$ cat config.mk
export PLATFORM = sky130hd
export DESIGN_NAME = operand_stage
export DESIGN_NICKNAME = d
export VERILOG_FILES = /design/src/rtl/operand_stage.sv
export SDC_FILE = /design/constraint.sdc
export NUM_CORES = 1
export LEC_CHECK = 0
export CAP_MARGIN = 20
export CORE_AREA = 2 2 182 184
export DETAILED_ROUTE_END_ITERATION = 10
export DIE_AREA = 0 0 184 186
export GPL_TIMING_DRIVEN = 1
export PLACE_DENSITY = 0.68
export SKIP_LAST_GASP = 1
export SYNTH_ARGS = -nofsm -noshare
export SYNTH_HDL_FRONTEND = slang
export SYNTH_SLANG_ARGS = --single-unit
$ cat constraint.sdc
create_clock -name clk -period 2.06 [get_ports clk]
set_input_delay 0.309 -clock clk [delete_from_list [all_inputs] [get_ports clk]]
set_output_delay 0.309 -clock clk [all_outputs]
set_load 0.01 [all_outputs]
$ cat src/rtl/operand_stage.sv
// Registered multi-lane ALU operand generator with writeback bypass and a one-entry valid/ready holding register.
// Define OPERAND_STAGE_SNOOP_EN to keep stalled REG operands snooping the writeback ports.
module operand_stage #(
  parameter int LANES     = 2,
  parameter int XLEN      = 32,
  parameter int PC_W      = 15,
  parameter int FWD_PORTS = 2
) (
  input  logic                      clk,
  input  logic                      rst,
  input  logic                      in_valid,
  output logic                      in_ready,
  input  logic [LANES-1:0]          in_lane_en,
  input  logic [LANES*XLEN-1:0]     imm,
  input  logic [LANES*2-1:0]        aluop1_type,
  input  logic [LANES*2-1:0]        aluop2_type,
  input  logic [LANES*PC_W-1:0]     pc,
  input  logic [LANES*5-1:0]        rs1,
  input  logic [LANES*5-1:0]        rs2,
  input  logic [LANES*XLEN-1:0]     reg_data1,
  input  logic [LANES*XLEN-1:0]     reg_data2,
  input  logic [FWD_PORTS-1:0]      fwd_valid,
  input  logic [FWD_PORTS*5-1:0]    fwd_rd,
  input  logic [FWD_PORTS*XLEN-1:0] fwd_data,
  input  logic                      flush,
  output logic                      out_valid,
  input  logic                      out_ready,
  output logic [LANES-1:0]          out_lane_en,
  output logic [LANES*XLEN-1:0]     op1,
  output logic [LANES*XLEN-1:0]     op2
);

  localparam logic [1:0] OP_TYPE_REG = 2'd0;
  localparam logic [1:0] OP_TYPE_IMM = 2'd1;
  localparam logic [1:0] OP_TYPE_PC  = 2'd2;

  // Returns {hit, data}; scanning downward lets the lowest-numbered matching port win.
  function automatic logic [XLEN:0] fwd_lookup(input logic [4:0] rs,
                                               input logic [FWD_PORTS-1:0] v,
                                               input logic [FWD_PORTS*5-1:0] rd,
                                               input logic [FWD_PORTS*XLEN-1:0] d);
    logic [XLEN:0] r;
    r = '0;
    for (int p = FWD_PORTS - 1; p >= 0; p--)
      if (rs != 5'd0 && v[p] && rd[p*5 +: 5] == rs) r = {1'b1, d[p*XLEN +: XLEN]};
    return r;
  endfunction

  function automatic logic [XLEN-1:0] sel_op(input logic [1:0] t, input logic [XLEN:0] hit,
                                             input logic [XLEN-1:0] rdata, input logic [XLEN-1:0] imm_v,
                                             input logic [PC_W-1:0] pc_v);
    logic [XLEN-1:0] r;
    case (t)
      OP_TYPE_REG: r = hit[XLEN] ? hit[XLEN-1:0] : rdata;
      OP_TYPE_IMM: r = imm_v;
      OP_TYPE_PC:  r = XLEN'(pc_v);
      default:     r = '0;
    endcase
    return r;
  endfunction

  logic                  valid_q, valid_d;
  logic [LANES-1:0]      lane_en_q, lane_en_d;
  logic [LANES*XLEN-1:0] op1_q, op1_d, op2_q, op2_d;
  logic [LANES*XLEN-1:0] ld_op1, ld_op2;
  logic                  load;

`ifdef OPERAND_STAGE_SNOOP_EN
  logic [LANES*5-1:0]    rs1_q, rs1_d, rs2_q, rs2_d;
  logic [LANES-1:0]      reg1_q, reg1_d, reg2_q, reg2_d;
  logic [LANES-1:0]      is_reg1, is_reg2;
  logic [LANES*XLEN-1:0] sn_op1, sn_op2;
`endif

  assign in_ready    = !valid_q || out_ready;
  assign load        = in_valid && in_ready && !flush;
  assign out_valid   = valid_q;
  assign out_lane_en = lane_en_q;
  assign op1         = op1_q;
  assign op2         = op2_q;

  for (genvar gi = 0; gi < LANES; gi++) begin : g_lane
    logic [XLEN:0] hit1, hit2;
    assign hit1 = fwd_lookup(rs1[gi*5 +: 5], fwd_valid, fwd_rd, fwd_data);
    assign hit2 = fwd_lookup(rs2[gi*5 +: 5], fwd_valid, fwd_rd, fwd_data);
    assign ld_op1[gi*XLEN +: XLEN] = sel_op(aluop1_type[gi*2 +: 2], hit1, reg_data1[gi*XLEN +: XLEN],
                                            imm[gi*XLEN +: XLEN], pc[gi*PC_W +: PC_W]);
    assign ld_op2[gi*XLEN +: XLEN] = sel_op(aluop2_type[gi*2 +: 2], hit2, reg_data2[gi*XLEN +: XLEN],
                                            imm[gi*XLEN +: XLEN], pc[gi*PC_W +: PC_W]);
`ifdef OPERAND_STAGE_SNOOP_EN
    logic [XLEN:0] sh1, sh2;
    assign is_reg1[gi] = (aluop1_type[gi*2 +: 2] == OP_TYPE_REG);
    assign is_reg2[gi] = (aluop2_type[gi*2 +: 2] == OP_TYPE_REG);
    assign sh1 = fwd_lookup(rs1_q[gi*5 +: 5], fwd_valid, fwd_rd, fwd_data);
    assign sh2 = fwd_lookup(rs2_q[gi*5 +: 5], fwd_valid, fwd_rd, fwd_data);
    assign sn_op1[gi*XLEN +: XLEN] = (reg1_q[gi] && sh1[XLEN]) ? sh1[XLEN-1:0] : op1_q[gi*XLEN +: XLEN];
    assign sn_op2[gi*XLEN +: XLEN] = (reg2_q[gi] && sh2[XLEN]) ? sh2[XLEN-1:0] : op2_q[gi*XLEN +: XLEN];
`endif
  end

  always_comb begin
    valid_d   = valid_q;
    lane_en_d = lane_en_q;
    op1_d     = op1_q;
    op2_d     = op2_q;
`ifdef OPERAND_STAGE_SNOOP_EN
    rs1_d  = rs1_q;
    rs2_d  = rs2_q;
    reg1_d = reg1_q;
    reg2_d = reg2_q;
`endif
    if (flush) begin
      valid_d = 1'b0;
    end else if (load) begin
      valid_d   = 1'b1;
      lane_en_d = in_lane_en;
      op1_d     = ld_op1;
      op2_d     = ld_op2;
`ifdef OPERAND_STAGE_SNOOP_EN
      rs1_d  = rs1;
      rs2_d  = rs2;
      reg1_d = is_reg1;
      reg2_d = is_reg2;
`endif
    end else if (valid_q && out_ready) begin
      valid_d = 1'b0;
    end else if (valid_q) begin
`ifdef OPERAND_STAGE_SNOOP_EN
      // Stalled: pick up writebacks that arrive after the operands were loaded.
      op1_d = sn_op1;
      op2_d = sn_op2;
`endif
    end
  end

  always_ff @(posedge clk) begin
    if (rst) begin
      valid_q   <= 1'b0;
      lane_en_q <= '0;
      op1_q     <= '0;
      op2_q     <= '0;
`ifdef OPERAND_STAGE_SNOOP_EN
      rs1_q  <= '0;
      rs2_q  <= '0;
      reg1_q <= '0;
      reg2_q <= '0;
`endif
    end else begin
      valid_q   <= valid_d;
      lane_en_q <= lane_en_d;
      op1_q     <= op1_d;
      op2_q     <= op2_d;
`ifdef OPERAND_STAGE_SNOOP_EN
      rs1_q  <= rs1_d;
      rs2_q  <= rs2_d;
      reg1_q <= reg1_d;
      reg2_q <= reg2_d;
`endif
    end
  end

endmodule

Word level (Yosys, flattened, before mapping). Index checks and enable logic that the tools add are counted.

Bitwise logic cells: 1. Equal/unequal tests: 16. Mux-type cells: 18. Reduce and logical (&&, ||, !) cells: 33.

Operators with widths (count): $pmux W32 S3 (4); $mux W33 (8); $mux W32 (4); $eq A5 B5 Y1 (8); $reduce_bool A5 Y1 (4); $logic_and A1 B1 Y1 (19); $eq A2 B1 Y1 const B (4); $eq A2 B2 Y1 const B (4); $logic_not A2 Y1 (4); $logic_not A1 Y1 (2); $mux W1 (2); $reduce_and A2 Y1 (1); $reduce_bool A2 Y1 (1); $reduce_or A2 Y1 (1); $logic_or A1 B1 Y1 (1); $not A1 Y1 (1).

Bits of input ports: 333. Output and inout port bits: 132. Register bits: 131.

Longest topological paths before layout.
Word-level depth: 7. Depth in mapped cells: 10. Gate-level depth less buffers: 6.

Worst setup path after synthesis. Ideal clock, no wire load.

Path kind: input to register. Start: input rs2[6]. End: register op2_q[36] (netlist: op2[36]). Arrival time: 1.808 ns. Slack: 0.116 ns. Setup time: 0.136 ns. Cell stages on the path: 7. Path buffers: 2. Required time: 1.924 ns. Path through: or4_4 > o211a_1 > and4_1 > buf_6 > buf_12 > a221oi_2 > o32ai_1.

Word-level cells in the longest chain between the ends: 7. Elaborated cells on any way between the ends: 11. Classes of those cells: 2 x eq/ne; 4 x mux; 5 x reduce/logical.

Ends and longest elaborated chain: start, declared (line 19) `input logic [LANES*5-1:0] rs2,`; $reduce_bool A5 Y1 (line 45) `if (rs != 5'd0 && v[p] && rd[p*5 +: 5] == rs) r = {1'b1, d[p*XLEN +: XLEN]};`; $logic_and A1 B1 Y1 (2 in a row) (line 45); $mux W33 (line 45); $mux W33 * (line 45); $mux W32 * (line 54) `OP_TYPE_REG: r = hit[XLEN] ? hit[XLEN-1:0] : rdata;`; $pmux W32 S3 * (line 53) `case (t)`; end signal, assigned (line 152) `op2_q <= op2_d;`; end, declared (line 64) `logic [LANES*XLEN-1:0] op1_q, op1_d, op2_q, op2_d;`.

Mark *: on every way between the ends. The rest lies on a longest branch, timed or not. A chain may end at the register's enable or synchronous reset.

Final worst setup path.
Start: input rs2[6]. End: register op2_q[49] (netlist: op2[49]).

Same word-level chain as after synthesis.

==> results.md <==
* Outcome: finished, violations left
* Failing checks: setup timing
* Slew HR at 0.558
* Final Critical Period at between 2000 and 2500 ps
* CTS buffer count at 17
* Peak Freq at ~0.46 GHz
* Initial antenna violation count at 4
* Final setup fails at 18
* Final WS setup at -126 ps
* H-tree depth reported by CTS at 4
* Cell Chain, Critical Path: clkdlybuf4s50_1 > or4_4 > o211ai_1 > buf_4 > nor2_4 > buf_12 > buf_4 > a311o_1 > a31oi_1
* Crit path launch type: input pin
* Finished Cell Area at approximately 0.017 mm²
* R2R setup slack at about 310 ps
* Crit Path Max Fanout at 8
* Hold Slack at 236 ps
* RSZ-0062 raised after global routing: true
* Avg Inst Size Synth at 8.23 µm²
* Slew Limit Fails at 0
* Worst Path Required at 2410 ps
* Setup TNS Final at -653 ps
* Area added between synthesis and finish at 77.9%
* Post-Place Cell Area at 0.0156 mm²
* Synth Instances at about 1100
* Fin cells at between 2000 and 2500
* WHS Endpoint: out_valid$_SDFFE_PP0P_
* Detail Route Antenna Nets at 0
* Horiz. Die Dim at 184 µm
* Min-delay worst type: input pin to flop
* Maximum number of pins on one net before global-route repair at 56
* Slowest stage cell, crit path: or4_4
* Final #Nets at between 1500 and 2000
* CTS tree: yes
* Root Buffer: clkbuf_16
* Hold Path Origin: rst
* Critical Path AT at roughly 2500 ps
* Syn nets at 1464
* Clock Latency Late Sink at roughly 420 ps
* Total Power at 8.69 mW
* PD cells at 525 mW/mm²
* Fin. Hold Viols at 0
* Core ar. at around 0.032 mm²
* CP peak stage delay at 530 ps
* Grt total ovfl at 0
* Most common cell after layout, fill and taps aside: clkdlybuf4s50_1
* Post-synth EDFFs at 0
* Final Skew at ~13 ps
* Post-Place Cells at just over 2000
* Post-synth cell types at 46
* Worst-case clock buffer depth at 2
* Vias at ~13000
* Clock transition at path regs at 70 ps
* Leakage at roughly 6.2 nW
* Via/cell ratio at around 6.4
* 1st-iter DRT viols at between 1000 and 1500
* Worst hold path cell count at 2
* Cell mode on critical path: buf_4
* Aggregate global-route resource usage at 0.330
* Port-buffer cells at ~460
* R2r endpoint: op1[2]$_SDFFE_PP0P_
* Post-synth ARST share at 0
* Routed len/inst at between 20 and 30 µm
* FP Rows at 66
* Layout cells sized above 1 at 0.157
* Top_reg_cell synth: dfxtp_1
* Residual DRC at 0
* Ys Warns at 0
* Period utilisation layout at 1.06
* #FFs+latches synth at between 100 and 150
* Initial Utilization at 0.289
* R2R depth at 8
* Final GP Congestion at ~0.99
* Vias in the first global route at around 13000
* Post-Route Utilization at 0.514
* Filler cell count at between 2000 and 3000
* Die Ht at approximately 190 µm
* Post-Syn Area at a little over 0.009 mm²
* WL final at roughly 60 mm
* First-pass GRT wire length at ~84 mm
* Worst Tran Pin Value at approximately 660 ps
* I/O Pins at approximately 470
* Initial DRT Pass Iterations at 6
* Total of max-cap violations at 0
* DP Wirelength at between 40 and 50 mm
* Seq/Total Area, Yosys at 0.282
* Endpoint type of the worst setup path: flop
* Clock sinks at around 130
* FF-to-FF Start: out_valid$_SDFFE_PP0P_
* Commonest non-fill, non-tap cells in the layout: 452 x clkdlybuf4s50_1, 143 x buf_4, 131 x dfxtp_1, 123 x a221oi_1, 90 x a21oi_1
* Die ar. at roughly 0.034 mm²
* Worst vdd ir at roughly 530 µV
* Critical path type: input pin to flop
* Pre-CTS setup slack at -483 ps
==> what timing repair did <==
action	4_1_cts	5_1_grt
hold buffers	0	0
endpoints found under the setup margin	19	84
resized for setup	4	30
buffers inserted	0	10
pin swaps	1	11
cloned	0	4
==> logic make-up after synthesis <==
kind of cell / after synthesis / synth area share
flip-flops: 131 / 0.282
buffers and inverters: 179 / 0.0793
multiplexers: 15 / 0.0161
AND/OR/NAND/NOR: 223 / 0.128
AO/OA/AOI/OAI: 546 / 0.461
XOR/XNOR: 37 / 0.0348
==> metal layers <==
metal | share of wire | global-route usage | up-vias | routed length [µm]
met4 | 0.062 | 0.193 | 2 | 3660
met5 | 0.00019 | 0 | - | 11
met2 | 0.49 | 0.580 | 1032 | 28800
met1 | 0.35 | 0.367 | 6295 | 20800
met3 | 0.10 | 0.0724 | 187 | 5960
li1 | - | - | 5743 | -
==> critical path, delay by kind of cell <==
family	cells	cell delay (ps)
AOI/OAI and AO/OA	3	720
buffers and inverters	4	930
and+or+nand+nor	2	570
==> cell type report <==
class	count	area, µm²	area share
timing repair buffer	646	6540	0.395
multi-input combinational	822	6170	0.373
sequential	131	2620	0.158
tap	408	510	0.0308
clock buffer	19	453	0.0273
inverter	35	131	0.00793
clock inverter	13	124	0.00748
antenna	2	5.00	0.000302
==> synth_stat cells, drive strengths merged, types with 22 or more instances <==
cell | count | area [µm²]
dfxtp | 131 | 2620
nand2 | 22 | 82.6
and2 | 32 | 200
buf | 33 | 190
inv | 35 | 131
and3 | 43 | 269
a21oi | 93 | 465
a221oi | 146 | 1340
o221ai | 86 | 753
clkbuf | 111 | 417
xnor2 | 25 | 219
o32ai | 51 | 447
a221o | 24 | 240
o22ai | 49 | 307
nor2 | 60 | 225
==> state kept, by name (all words and copies together) (netlist names) <==
| signal | count |
|---|---|
| op2 | 64 |
| out_valid | 1 |
| op1 | 64 |
| out_lane_en | 2 |
==> how the worst max path moves through the flow <==
stage	start	endpoint	slack (ps)	depth (start not counted)
2_1_floorplan	rs2[6]	op2[36]$_SDFFE_PP0P_	120	7
3_3_place_gp	rs2[2]	op2[21]$_SDFFE_PP0P_	-440	8
3_5_place_dp	fwd_rd[0]	op1[31]$_SDFFE_PP0P_	-480	8
4_1_cts	rs2[3]	op2[10]$_SDFFE_PP0P_	-2	8
5_1_grt	rs2[6]	op2[63]$_SDFFE_PP0P_	-160	9
6_report	rs2[6]	op2[49]$_SDFFE_PP0P_	-130	9
==> report_power, final <==
| group | switching [mW] | internal [mW] | total (mW) |
|---|---|---|---|
| logic | 1.29 | 1.47 | 2.76 |
| registers | 0.133 | 2.69 | 2.82 |
| clock network | 1.37 | 1.75 | 3.12 |
| total | 2.79 | 5.90 | 8.69 |
Power figures use the tool's default switching activity.
==> edit (same settings) <==
Change the parameter `FWD_PORTS` from 2 to 1.
--- a/src/rtl/operand_stage.sv
+++ b/src/rtl/operand_stage.sv
@@ -4,7 +4,7 @@
   parameter int LANES     = 2,
   parameter int XLEN      = 32,
   parameter int PC_W      = 15,
-  parameter int FWD_PORTS = 2
+  parameter int FWD_PORTS = 1
 ) (
   input  logic                      clk,
   input  logic                      rst,
Ports: changed (resized fwd_data, fwd_rd and fwd_valid); port bits go from 465 to 427. No check against the original RTL was run, so the function may have changed too.
==> edit against the unedited design <==
  * First-iteration DRC count fell by 69%
  * Via count down 39%
  * Total power shrank 16%
  * Setup slack gained 0.24 ns
  * Final area decreased by 23%
  * Final cell count decreased by 22%
  * Worst hold slack gained 0.24 ns
  * Critical path type unchanged
  * Wire length decreased by 40%
  * Sequential share of layout area rose by 4.8 points
  * Area after synthesis fell by 25%
  * Sequential power fell by 4%
  * Sequential cell count did not move
  * Register-to-register slack gained 0.08 ns
==> edit: results <==
[cts]
clk_pin_slew_worst_paths_ns = 0.06
cts.repair.resized = 0
cts_buffers = 17
htreeDepth = 4
clk_path_buf_depth = 2
post_cts.repair.setup_buffers = 0
cts_root_buf = clkbuf_16
clk_latency_ns = 0.42

[global_routing]
grt_pass1_vias = 8088
grt_max_degree = 43
grt_pass1_wl_um = 50400
use_met1_pct = 21.2
track_usage_pct = 20.0
met2_usage_pct = 36.1
grtUsageMet3_pct = 6.28
antenna_found_initial = 1

[route]
drt_iter0_markers = 412
routed_wl_um = 35600
dr.pass1.iters = 5
vias = 8150

[logic_synthesis]
syn-num-nets = 1053
synth_commonest_cells = dfxtp_1 (131), mux2i_1 (130), a22oi_1 (128), o21ai_1 (128), nor2_1 (53)
async_flop_share_pct = 0
synth.area.top_cells = dfxtp_1 (38%), mux2i_1 (19%), a22oi_1 (14%), o21ai_1 (9.2%), a21oi_1 (3.2%)
synth_warnings = 0
synth.distinct_cells = 27
yosysSeqAreaShare_pct = 37.5

[final_layout]
drive_above_1_share_pct = 9.47
num-nets-final = 1497

[sta]
fin_worst_skew_ns = 0.00818
timing.slew.headroom_pct = 70.3
finalHoldViolations = 0

[run_status]
status = complete, no violations

[power_and_ir_drop]
swShare_pct = 27.4
ir_drop_v = 0.000514
finalPower_w = 0.00731
p_seq_w = 0.00270
leakage_nw = 4.22
pwr-share-comb_pct = 22.1

[critical_path]
critical_path_peak_fanout = 7
critPathArrivalTime_ns = 2.25

[min_path]
hp-class = flop to flop

[placement]
dp_hpwl_um = 27900
place_area_um2 = 12100
port_buffers = 426
place.gp.congestion = 0.924
[edit: final timing paths]
check / startpoint / end / slack (ns) / cells past startpoint
max: fwd_rd[3] / op2[39] / 0.11 / 8
min: op2[14] / op2[14] / 0.48 / 2
max reg2reg: out_valid / op1[62] / 0.39 / 7
min reg2reg: op2[14] / op2[14] / 0.48 / 2
[edit: cells by family (layout without fill, tap and decap cells)]
logic type	count (synthesis)	count (layout)	share of synthesized area (%)
other	0	1	0
muxes	130	130	18.6
xor gates and xnor gates	16	16	2.33
buffers and inverters	70	526	5.80
and+or+nand+nor	85	85	5.42
DFF	131	131	37.5
AOI/OAI and AO/OA	326	326	30.3
[edit: per-stage QoR]
stage	TNS (ns)	setup slack, ns	utilization, %	instances	hold WS, ns
4_1_cts	0	0.0895	39.4	1621	0.478
6_report	0	0.110	39.4	1623	0.478
3_3_place_gp	-29.49	-0.357	37.6	1589	0.453
5_1_grt	0	0.0327	39.4	1622	0.506
3_5_place_dp	-29.70	-0.359	37.7	1590	0.464
2_1_floorplan	0	0.377	-	758	0.381
[edit: area by class of cell]
cell class / count / area [um2]
tap: 408 / 510
sequential: 131 / 2620
clock inverter: 12 / 109
inverter: 1 / 3.75
fill: 3134 / 19500
timing repair buffer: 494 / 5030
clock buffer: 19 / 453
multi-input combinational: 557 / 3980
antenna: 1 / 2.50
[edit: routing by layer]
layer,up-vias,part of all wire (%)
li1,3752,-
met5,-,0
met2,458,50
met1,3890,37
met3,50,9.5
met4,0,3.7
[edit: worst max-delay path, stage by stage]
cell	delay, ns
clkdlybuf4s50_1	0.64
xnor2_1	0.16
nand3_1	0.14
a211oi_4	0.29
buf_12	0.18
buf_12	0.13
mux2i_1	0.30
o21ai_1	0.09
